### config.mk
export PLATFORM = sky130hd
export DESIGN_NAME = word_serializer_flat
export DESIGN_NICKNAME = d
export VERILOG_FILES = /design/src/rtl/word_serializer_pkg.sv /design/src/rtl/word_serializer_if.sv /design/src/rtl/word_serializer_hold.sv /design/src/rtl/word_serializer.sv /design/src/flat_wrapper.sv
export SDC_FILE = /design/constraint.sdc
export NUM_CORES = 1
export LEC_CHECK = 0
export BUFFER_PORTS_ARGS = -buffer_cell sky130_fd_sc_hd__buf_2
export CAP_MARGIN = 5
export CORE_MARGIN = 2
export CORE_UTILIZATION = 35
export CTS_BUF_LIST = sky130_fd_sc_hd__clkbuf_8
export CTS_CLUSTER_DIAMETER = 30
export DETAILED_ROUTE_END_ITERATION = 10
export GPL_ROUTABILITY_DRIVEN = 0
export HOLD_SLACK_MARGIN = 0.05
export PLACE_DENSITY = 0.54
export SKIP_CTS_REPAIR_TIMING = 1
export SLEW_MARGIN = 25
export SYNTH_ARGS = -nofsm -noshare
export SYNTH_HDL_FRONTEND = slang
export SYNTH_SLANG_ARGS = --single-unit
### constraint.sdc
create_clock -name clock -period 4.82 [get_ports clock]
set_clock_uncertainty 0.15 [all_clocks]
set_input_delay 0.482 -clock clock [delete_from_list [all_inputs] [get_ports clock]]
set_output_delay 0.482 -clock clock [all_outputs]
set_load 0.1 [all_outputs]
### src/rtl/word_serializer_pkg.sv
`default_nettype none
// ============================================================================
// Module      : word_ser_pkg
// Description : Shared constants and FSM state encoding for word_serializer.
// Revision    : 1.0 - initial release
// ============================================================================
package word_ser_pkg;

    // Default word width delivered by the upstream byte-pair pipe
    localparam int WORD_SER_WIDTH = 16;

    // Serializer states; S_PAR is only reachable when parity is built in
    typedef enum logic [1:0] {
        S_IDLE  = 2'd0,
        S_SHIFT = 2'd1,
        S_PAR   = 2'd2
    } state_t;

endpackage
`default_nettype wire

### src/rtl/word_serializer_if.sv
`default_nettype none
// ============================================================================
// Module      : word_ser_if
// Description : Load handshake plus serial output bundle of word_serializer.
//               master = upstream/consumer side, slave = serializer side.
// Revision    : 1.0 - initial release
// ============================================================================
interface word_ser_if
    import word_ser_pkg::*;
#(
    parameter int WIDTH = WORD_SER_WIDTH
);
    logic [WIDTH-1:0] Data_in;
    logic             Ld;
    logic             Ack;
    logic             Ser_out;
    logic             Ser_valid;
    logic             Frame_start;
    logic             Frame_end;
    logic             Busy;

    modport master (
        output Data_in, Ld,
        input  Ack, Ser_out, Ser_valid, Frame_start, Frame_end, Busy
    );

    modport slave (
        input  Data_in, Ld,
        output Ack, Ser_out, Ser_valid, Frame_start, Frame_end, Busy
    );
endinterface
`default_nettype wire

### src/rtl/word_serializer_hold.sv
`default_nettype none
// ============================================================================
// Module      : word_hold_reg
// Description : One-entry holding register in front of the shifter. Accepts
//               a word on Ld && Ack; the shifter empties it with take.
// Revision    : 1.0 - initial release
// ============================================================================
module word_hold_reg #(
    parameter int WIDTH = 16
) (
    input  wire logic             clock,
    input  wire logic             rst,
    input  wire logic [WIDTH-1:0] Data_in,
    input  wire logic             Ld,
    input  wire logic             take,
    output logic      [WIDTH-1:0] hold,
    output logic                  hold_full,
    output logic                  Ack
);

    logic [WIDTH-1:0] hold_q;
    logic             full_q;

    // Ready whenever empty; forced low during reset so nothing is captured
    assign Ack       = ~full_q & ~rst;
    assign hold      = hold_q;
    assign hold_full = full_q;

    // Capture on handshake, release when the shifter takes the word.
    // take only occurs while full (Ack low), so the two never coincide.
    always_ff @(posedge clock) begin
        if (rst) begin
            hold_q <= '0;
            full_q <= 1'b0;
        end else if (Ld && Ack) begin
            hold_q <= Data_in;
            full_q <= 1'b1;
        end else if (take) begin
            full_q <= 1'b0;
        end
    end

endmodule
`default_nettype wire

### src/rtl/word_serializer.sv
`default_nettype none
// ============================================================================
// Module      : word_serializer
// Description : Buffers one 16-bit (WIDTH) word and shifts it out one bit per
//               clock with Frame_start/Frame_end strobes; back-to-back frames
//               stream without gaps. Optional macro WORD_SER_PAR_EN appends
//               an even-parity bit after the data bits.
// Revision    : 1.0 - initial release
// ============================================================================
module word_serializer
    import word_ser_pkg::*;
#(
    parameter int WIDTH     = WORD_SER_WIDTH,
    parameter bit MSB_FIRST = 1'b1
) (
    input  wire logic clock,
    input  wire logic rst,
    word_ser_if.slave bus
);

    localparam int             CNT_W    = $clog2(WIDTH);
    localparam logic [CNT_W-1:0] LAST_CNT = CNT_W'(WIDTH - 1);

    state_t             state_q, state_d;
    logic [WIDTH-1:0]   shift_q, shift_d;
    logic [CNT_W-1:0]   count_q, count_d;
    logic               ser_out_q, ser_out_d;
    logic               ser_valid_q, ser_valid_d;
    logic               fstart_q, fstart_d;
    logic               fend_q, fend_d;
`ifdef WORD_SER_PAR_EN
    logic               par_q, par_d;
`endif

    logic [WIDTH-1:0]   hold;
    logic               hold_full;
    logic               take;
    logic               frame_done;
    logic               next_bit;

    word_hold_reg #(
        .WIDTH (WIDTH)
    ) u_hold (
        .clock     (clock),
        .rst       (rst),
        .Data_in   (bus.Data_in),
        .Ld        (bus.Ld),
        .take      (take),
        .hold      (hold),
        .hold_full (hold_full),
        .Ack       (bus.Ack)
    );

    assign next_bit = MSB_FIRST ? shift_q[WIDTH-1] : shift_q[0];

    // State, shifter, counter and registered serial outputs
    always_ff @(posedge clock) begin
        if (rst) begin
            state_q     <= S_IDLE;
            shift_q     <= '0;
            count_q     <= '0;
            ser_out_q   <= 1'b0;
            ser_valid_q <= 1'b0;
            fstart_q    <= 1'b0;
            fend_q      <= 1'b0;
`ifdef WORD_SER_PAR_EN
            par_q       <= 1'b0;
`endif
        end else begin
            state_q     <= state_d;
            shift_q     <= shift_d;
            count_q     <= count_d;
            ser_out_q   <= ser_out_d;
            ser_valid_q <= ser_valid_d;
            fstart_q    <= fstart_d;
            fend_q      <= fend_d;
`ifdef WORD_SER_PAR_EN
            par_q       <= par_d;
`endif
        end
    end

    // Next-state, bit emission and hold->shift reload decisions
    always_comb begin
        state_d     = state_q;
        shift_d     = shift_q;
        count_d     = count_q;
        ser_out_d   = 1'b0;
        ser_valid_d = 1'b0;
        fstart_d    = 1'b0;
        fend_d      = 1'b0;
        take        = 1'b0;
        frame_done  = 1'b0;
`ifdef WORD_SER_PAR_EN
        par_d       = par_q;
`endif

        case (state_q)
            S_IDLE: ;
            S_SHIFT: begin
                ser_out_d   = next_bit;
                ser_valid_d = 1'b1;
                fstart_d    = (count_q == '0);
                shift_d     = MSB_FIRST ? {shift_q[WIDTH-2:0], 1'b0}
                                        : {1'b0, shift_q[WIDTH-1:1]};
                if (count_q == LAST_CNT) begin
`ifdef WORD_SER_PAR_EN
                    state_d    = S_PAR;
`else
                    fend_d     = 1'b1;
                    frame_done = 1'b1;
`endif
                end else begin
                    count_d = count_q + 1'b1;
                end
            end
`ifdef WORD_SER_PAR_EN
            S_PAR: begin
                ser_out_d   = par_q;
                ser_valid_d = 1'b1;
                fend_d      = 1'b1;
                frame_done  = 1'b1;
            end
`endif
            default: state_d = S_IDLE;
        endcase

        if (frame_done) begin
            state_d = S_IDLE;
        end

        // Reload while idle, or on the last frame bit for gapless streaming
        if (hold_full && ((state_q == S_IDLE) || frame_done)) begin
            state_d = S_SHIFT;
            shift_d = hold;
            count_d = '0;
            take    = 1'b1;
`ifdef WORD_SER_PAR_EN
            par_d   = ^hold;
`endif
        end
    end

    assign bus.Ser_out     = ser_out_q;
    assign bus.Ser_valid   = ser_valid_q;
    assign bus.Frame_start = fstart_q;
    assign bus.Frame_end   = fend_q;
    assign bus.Busy        = (state_q != S_IDLE) | hold_full | ser_valid_q;

endmodule
`default_nettype wire

### src/flat_wrapper.sv
// flat-port wrapper written by rule: the top's interface ports become plain ports
module word_serializer_flat import word_ser_pkg::*;
#(
    parameter int WIDTH     = WORD_SER_WIDTH,
    parameter bit MSB_FIRST = 1'b1
)
  (clock, rst, bus_Data_in, bus_Ld, bus_Ack, bus_Ser_out, bus_Ser_valid, bus_Frame_start, bus_Frame_end, bus_Busy);
  word_ser_if #(.WIDTH(WIDTH)) bus_i ();
  input  wire logic clock;
  input  wire logic rst;
  input wire logic [$bits(bus_i.Data_in)-1:0] bus_Data_in;
  input wire logic [$bits(bus_i.Ld)-1:0] bus_Ld;
  output wire logic [$bits(bus_i.Ack)-1:0] bus_Ack;
  output wire logic [$bits(bus_i.Ser_out)-1:0] bus_Ser_out;
  output wire logic [$bits(bus_i.Ser_valid)-1:0] bus_Ser_valid;
  output wire logic [$bits(bus_i.Frame_start)-1:0] bus_Frame_start;
  output wire logic [$bits(bus_i.Frame_end)-1:0] bus_Frame_end;
  output wire logic [$bits(bus_i.Busy)-1:0] bus_Busy;
  assign bus_i.Data_in = bus_Data_in;
  assign bus_i.Ld = bus_Ld;
  assign bus_Ack = bus_i.Ack;
  assign bus_Ser_out = bus_i.Ser_out;
  assign bus_Ser_valid = bus_i.Ser_valid;
  assign bus_Frame_start = bus_i.Frame_start;
  assign bus_Frame_end = bus_i.Frame_end;
  assign bus_Busy = bus_i.Busy;
  word_serializer #(.WIDTH(WIDTH), .MSB_FIRST(MSB_FIRST)) u_core (.clock(clock), .rst(rst), .bus(bus_i));
endmodule
# After elaboration in Yosys (flattened, before gate mapping)
# Cells that the tools add are included.
# word_totals
latch_bits	0
elab_cells	41
romBits	0
mem_bits_rw	0
register_bits	42
in_bits	19
n_memories	0
# classes
n_mux	11
n_reduce_logical	11
shift	0
add_sub_neg	1
div_mod_pow	0
bitwise	7
magnitude_cmp	0
eq_ne	2
mul	0
# op_table
operator	n
2-to-1 mux 16 bit	2
2-to-1 mux 1 bit	9
OR reduction 2 bit	3
adder 4 x 1 -> 4 bit, second input constant	1
== test 4 bit, second input constant	1
logical NOT 4 bit	1
NOT 1 bit	4
nonzero test 2 bit	2
!= test 3 x 1 -> 1 bit, second input constant	1
logical AND 1 bit	2
logical NOT 2 bit	1
OR 1 bit	2
AND reduction 2 bit	1
bitwise AND 1 bit	1
logical OR 1 bit	1

# Longest topological paths before layout
# depth
word_depth	8
ltp_mapped	7
ltp_nobuf	5

# By module
# Synthesis repeated with hierarchy kept, for this count alone.
# unflattened
hier_cells	213
area_unflattened_um2	2142.1
# by_module_without_submodules
mod	area_each_um2	cells_each	instances
word_serializer	1322.5	138	1
word_hold_reg	819.5	75	1

# Least setup slack after synthesis
# No wires, ideal clock.
# synth_path
path_type	input port to flip-flop
startpoint	input rst
endpoint	register u_core.u_hold.hold_q[11], in the netlist u_core.u_hold.hold[11]
stages	5
setup_time_ns	0.123
path_buffers	2
setup_slack_ns	2.126
arrival_time_ns	2.421
required_ns	4.547
cell_sequence	nor2_1 and2_1 clkbuf_1 buf_2 o21ai_0
# synth_via
elab_chain_cells	3
# synth_rtl
item	line	rtl
start: declaration	flat_wrapper.sv:10	input wire logic rst;
NOT 1 bit	word_serializer_hold.sv:25	assign Ack = ~full_q & ~rst;
bitwise AND 1 bit	word_serializer_hold.sv:25	
logical AND 1 bit	word_serializer_hold.sv:35	end else if (Ld && Ack) begin
end signal: assignment	word_serializer_hold.sv:36	hold_q <= Data_in;
end: declaration	word_serializer_hold.sv:21	logic [WIDTH-1:0] hold_q;
# Parallel ways exist; a longest one is shown, timed or not.
# A chain may end at the register's enable or synchronous reset.

# Worst setup path in the final report
# layout_path
startpoint	input rst
endpoint	output bus_Ack
# layout_via
elab_chain_cells	2
# layout_rtl
item	line	rtl
NOT 1 bit	word_serializer_hold.sv:25	
bitwise AND 1 bit	word_serializer_hold.sv:25	
end: declaration	flat_wrapper.sv:13	output wire logic [$bits(bus_i.Ack)-1:0] bus_Ack;
# Every way passes these cells.

==> results by group <==
Clock tree
  • CTS clock-pin slew for the worst setup and hold paths: 70 ps
  • Clk buf depth: 2
  • Clk root buf: clkbuf_8
  • CTS Sinks: 42
  • CTS tree: built
  • Total CTS buffers: 5
  • Clk Latency, worst-skew pair: 290 ps
  • CTS H-tree depth: 2

Worst hold path
  • Hold Path Class: input port to flip-flop

Worst setup path
  • Critical path launch point: rst
  • RR Endpoint: u_core.shift_q[8]
  • Stages on the worst setup path: 3
  • CP endpoint: bus_Ack
  • Reg2reg path depth: 5
  • Crit Path Class: input port to output pin
  • Worst EP required: 4190 ps
  • Critical path data arrival time: 1480 ps
  • Critical-path cell list: buf_2 -> nor2_1 -> buf_2
  • Worst reg2reg path startpoint: u_core.count_q[0]
  • CP peak stage delay: 560 ps
  • Cell family with most CP delay: buffers and inverters
  • Crit Path Max Fanout: 40
  • CP Capture Type: output pin
  • Flop-to-flop setup slack: 2940 ps
  • Critical Path Slowest Stage Cell: buf_2
  • CP Launch Type: input port
  • CP dominant cell by count: buf_2
  • CP Buf/Inv Count: 2

STA
  • FMAX: 0.474 GHz
  • Setup TNS: 0 ps
  • RSZ-0062 raised after global routing: no
  • Max-slew violation count: 0
  • Final period util: 43.7%
  • Final hold vios: 0
  • Rel. slew slack: 41.3%
  • Number of setup violations in the final report: 0
  • Min Tclk post-route: 2110 ps
  • Worst-Margin Slew: 880 ps

Detailed routing
  • DR DRC count: 0
  • DR WL met3: 120 um
  • Via density: 4.66
  • 1st-pass router iterations: 4
  • Routed WL: 3380 um
  • Post-DRT Antenna Nets: 0
  • WL/cell: 11.5 um
  • Routed vias: 1,366
  • DR top layer: met4
  • Metal-1 WL: 1790 um
  • WL met2: 1400 um
  • Iter 0 DRT Violations: 50

Power and ir drop
  • Worst VDD drop: 0.153 mV
  • Leakage power: 0.755 nW
  • Power Dens Cells: 365 nW/um2

Cells and area
  • Proportion of layout cells with a drive suffix above 1: 22.0%
  • Final core occ: 39.7%
  • Ant. Diodes: 0
  • Number of nets in the layout: 245
  • Layout Area Growth over Synthesis: 11.1%
  • Fill count: 548

Yosys
  • Cells after Synth: 208
  • Post-synth top area cell: dfxtp_1
  • Sequential fraction of the synthesis area: 47.0%
  • Yosys Warn Count: 0
  • Count of state elements after synthesis: 42
  • Synthesized area: 1790 um2
  • Syn_nets: 229
  • Syn_area_per_cell: 8.61 um2
  • Cell variety after synth: 32
  • Yosys top cell area share: 47.0%
  • Area contributors post-synth: dfxtp_1 47%, nand2_1 7.1%, a211oi_2 7.0%

Global routing
  • GRT Total Usage: 13.1%
  • Gr ovfl total: 0
  • Largest net degree at the start of global routing: 41
  • Initial antenna violation count: 0
  • Number of global-route vias before repair: 1,170
  • First-pass GRT wire length: 5620 um

Die
  • Core Area: 5010 um2
  • Row cnt: 26
  • Full die area: 5700 um2
  • Chip Height: 75.5 um
  • Die Width: 75.5 um
  • Initial core utilization: 35.7%
  • # IOs: 25

Run status
  • Status: complete, no violations

Placed design
  • Dpl hpwl: 2180 um
  • Number of port buffers: 24

Run
  • Max cap viols: 0
[kinds of logic (layout without fill, tap and decap cells)]
group	after synthesis	count (layout)	synth area share (%)
buffers and inverters	19	34	6.08
AOI/OAI and AO/OA	55	55	21.7
muxes	1	1	0.559
adders and majority gates	2	2	1.40
and+or+nand+nor	89	89	23.3
DFF	42	42	47.0
[stage by stage]
stage	cells	worst slack (ps)	hold slack, ps	power (mW)	instance area [um2]
final	293	2710	238	0.727	1990
after detailed placement	287	2480	300	0.516	1900
after global placement	287	2530	296	0.516	1900
after CTS	293	2690	226	0.739	1990
after floorplan	208	2130	281	0.496	1790
after global routing	293	2540	239	0.770	1990
[worst register-to-register path: stages (launching register included)]
cell and delay [ps]:
dfxtp_1 350, ha_1 250, and3_2 250, o21ai_2 480, nand2_1 120, a211oi_1 210
[metal layers]
metal,vias up,global-route usage (%)
li1,727,-
met1,613,18.9
met2,20,18.2
met3,6,3.97
met4,0,5.26
met5,-,0
[cell type report]
| cell class | count | area [um2] | area share (%) |
|---|---|---|---|
| Multi-Input combinational cell | 147 | 843 | 42.4 |
| Sequential cell | 42 | 841 | 42.3 |
| Timing Repair Buffer | 24 | 120 | 6.04 |
| Tap cell | 70 | 87.6 | 4.40 |
| Clock buffer | 6 | 82.6 | 4.15 |
| Inverter | 4 | 15.0 | 0.755 |
[cell usage after synthesis]
cell	n
a211oi_1	5
a211oi_2	10
a21boi_4	1
a21oi_1	18
a21oi_2	1
a22oi_1	1
a31oi_1	1
and2_1	2
and2b_2	1
and3_2	1
buf_2	5
buf_4	4
buf_6	2
clkbuf_1	3
clkbuf_2	1
dfxtp_1	42
ha_1	2
inv_1	4
mux2i_1	1
nand2_1	34
nand2b_1	17
nand3_1	2
nand3_2	1
nor2_1	25
nor3_1	1
nor4b_1	1
o21ai_0	16
o21ai_2	1
o22ai_1	1
or2_2	1
or3_1	2
or3_2	1
[layout by cell type, fill, tap and decap left out, types with 2 or more instances in the layout]
cell type,netlist,routed
dfxtp_1,42,42
nand2_1,34,34
nor2_1,25,24
buf_2,5,24
a21oi_1,18,18
nand2b_1,17,17
o21ai_0,16,16
a211oi_2,10,10
clkbuf_8,0,6
a211oi_1,5,5
inv_1,4,4
or3_1,2,2
and2_1,2,2
nand3_1,2,2
ha_1,2,2
[power by group]
part	switching (mW)	internal (mW)	leakage, nW
sequential	0.0172	0.374	0.345
clock	0.109	0.110	0.0431
combinational	0.0764	0.0398	0.366
[flip-flops by register name, summed over array words and instances, names as in the netlist]
register,count
u_core.shift_q,16
u_core.u_hold.hold,16
u_core.count_q,4
u_core.bus.Frame_end,1
u_core.bus.Frame_start,1
u_core.bus.Ser_out,1
u_core.bus.Ser_valid,1
u_core.state_q,1
u_core.u_hold.hold_full,1
[how the worst min path moves through the flow]
| stage | startpoint | end | cells past startpoint |
|---|---|---|---|
| 2_1_floorplan | u_core.shift_q[15] | u_core.bus.Ser_out | 1 |
| 3_3_place_gp | u_core.shift_q[5] | u_core.shift_q[6] | 2 |
| 3_5_place_dp | u_core.shift_q[5] | u_core.shift_q[6] | 2 |
| 4_1_cts | bus_Data_in[1] | u_core.u_hold.hold[1] | 3 |
| 5_1_grt | bus_Data_in[12] | u_core.u_hold.hold[12] | 3 |
| 6_report | bus_Data_in[3] | u_core.u_hold.hold[3] | 3 |
(Power assumes the default switching activity.)
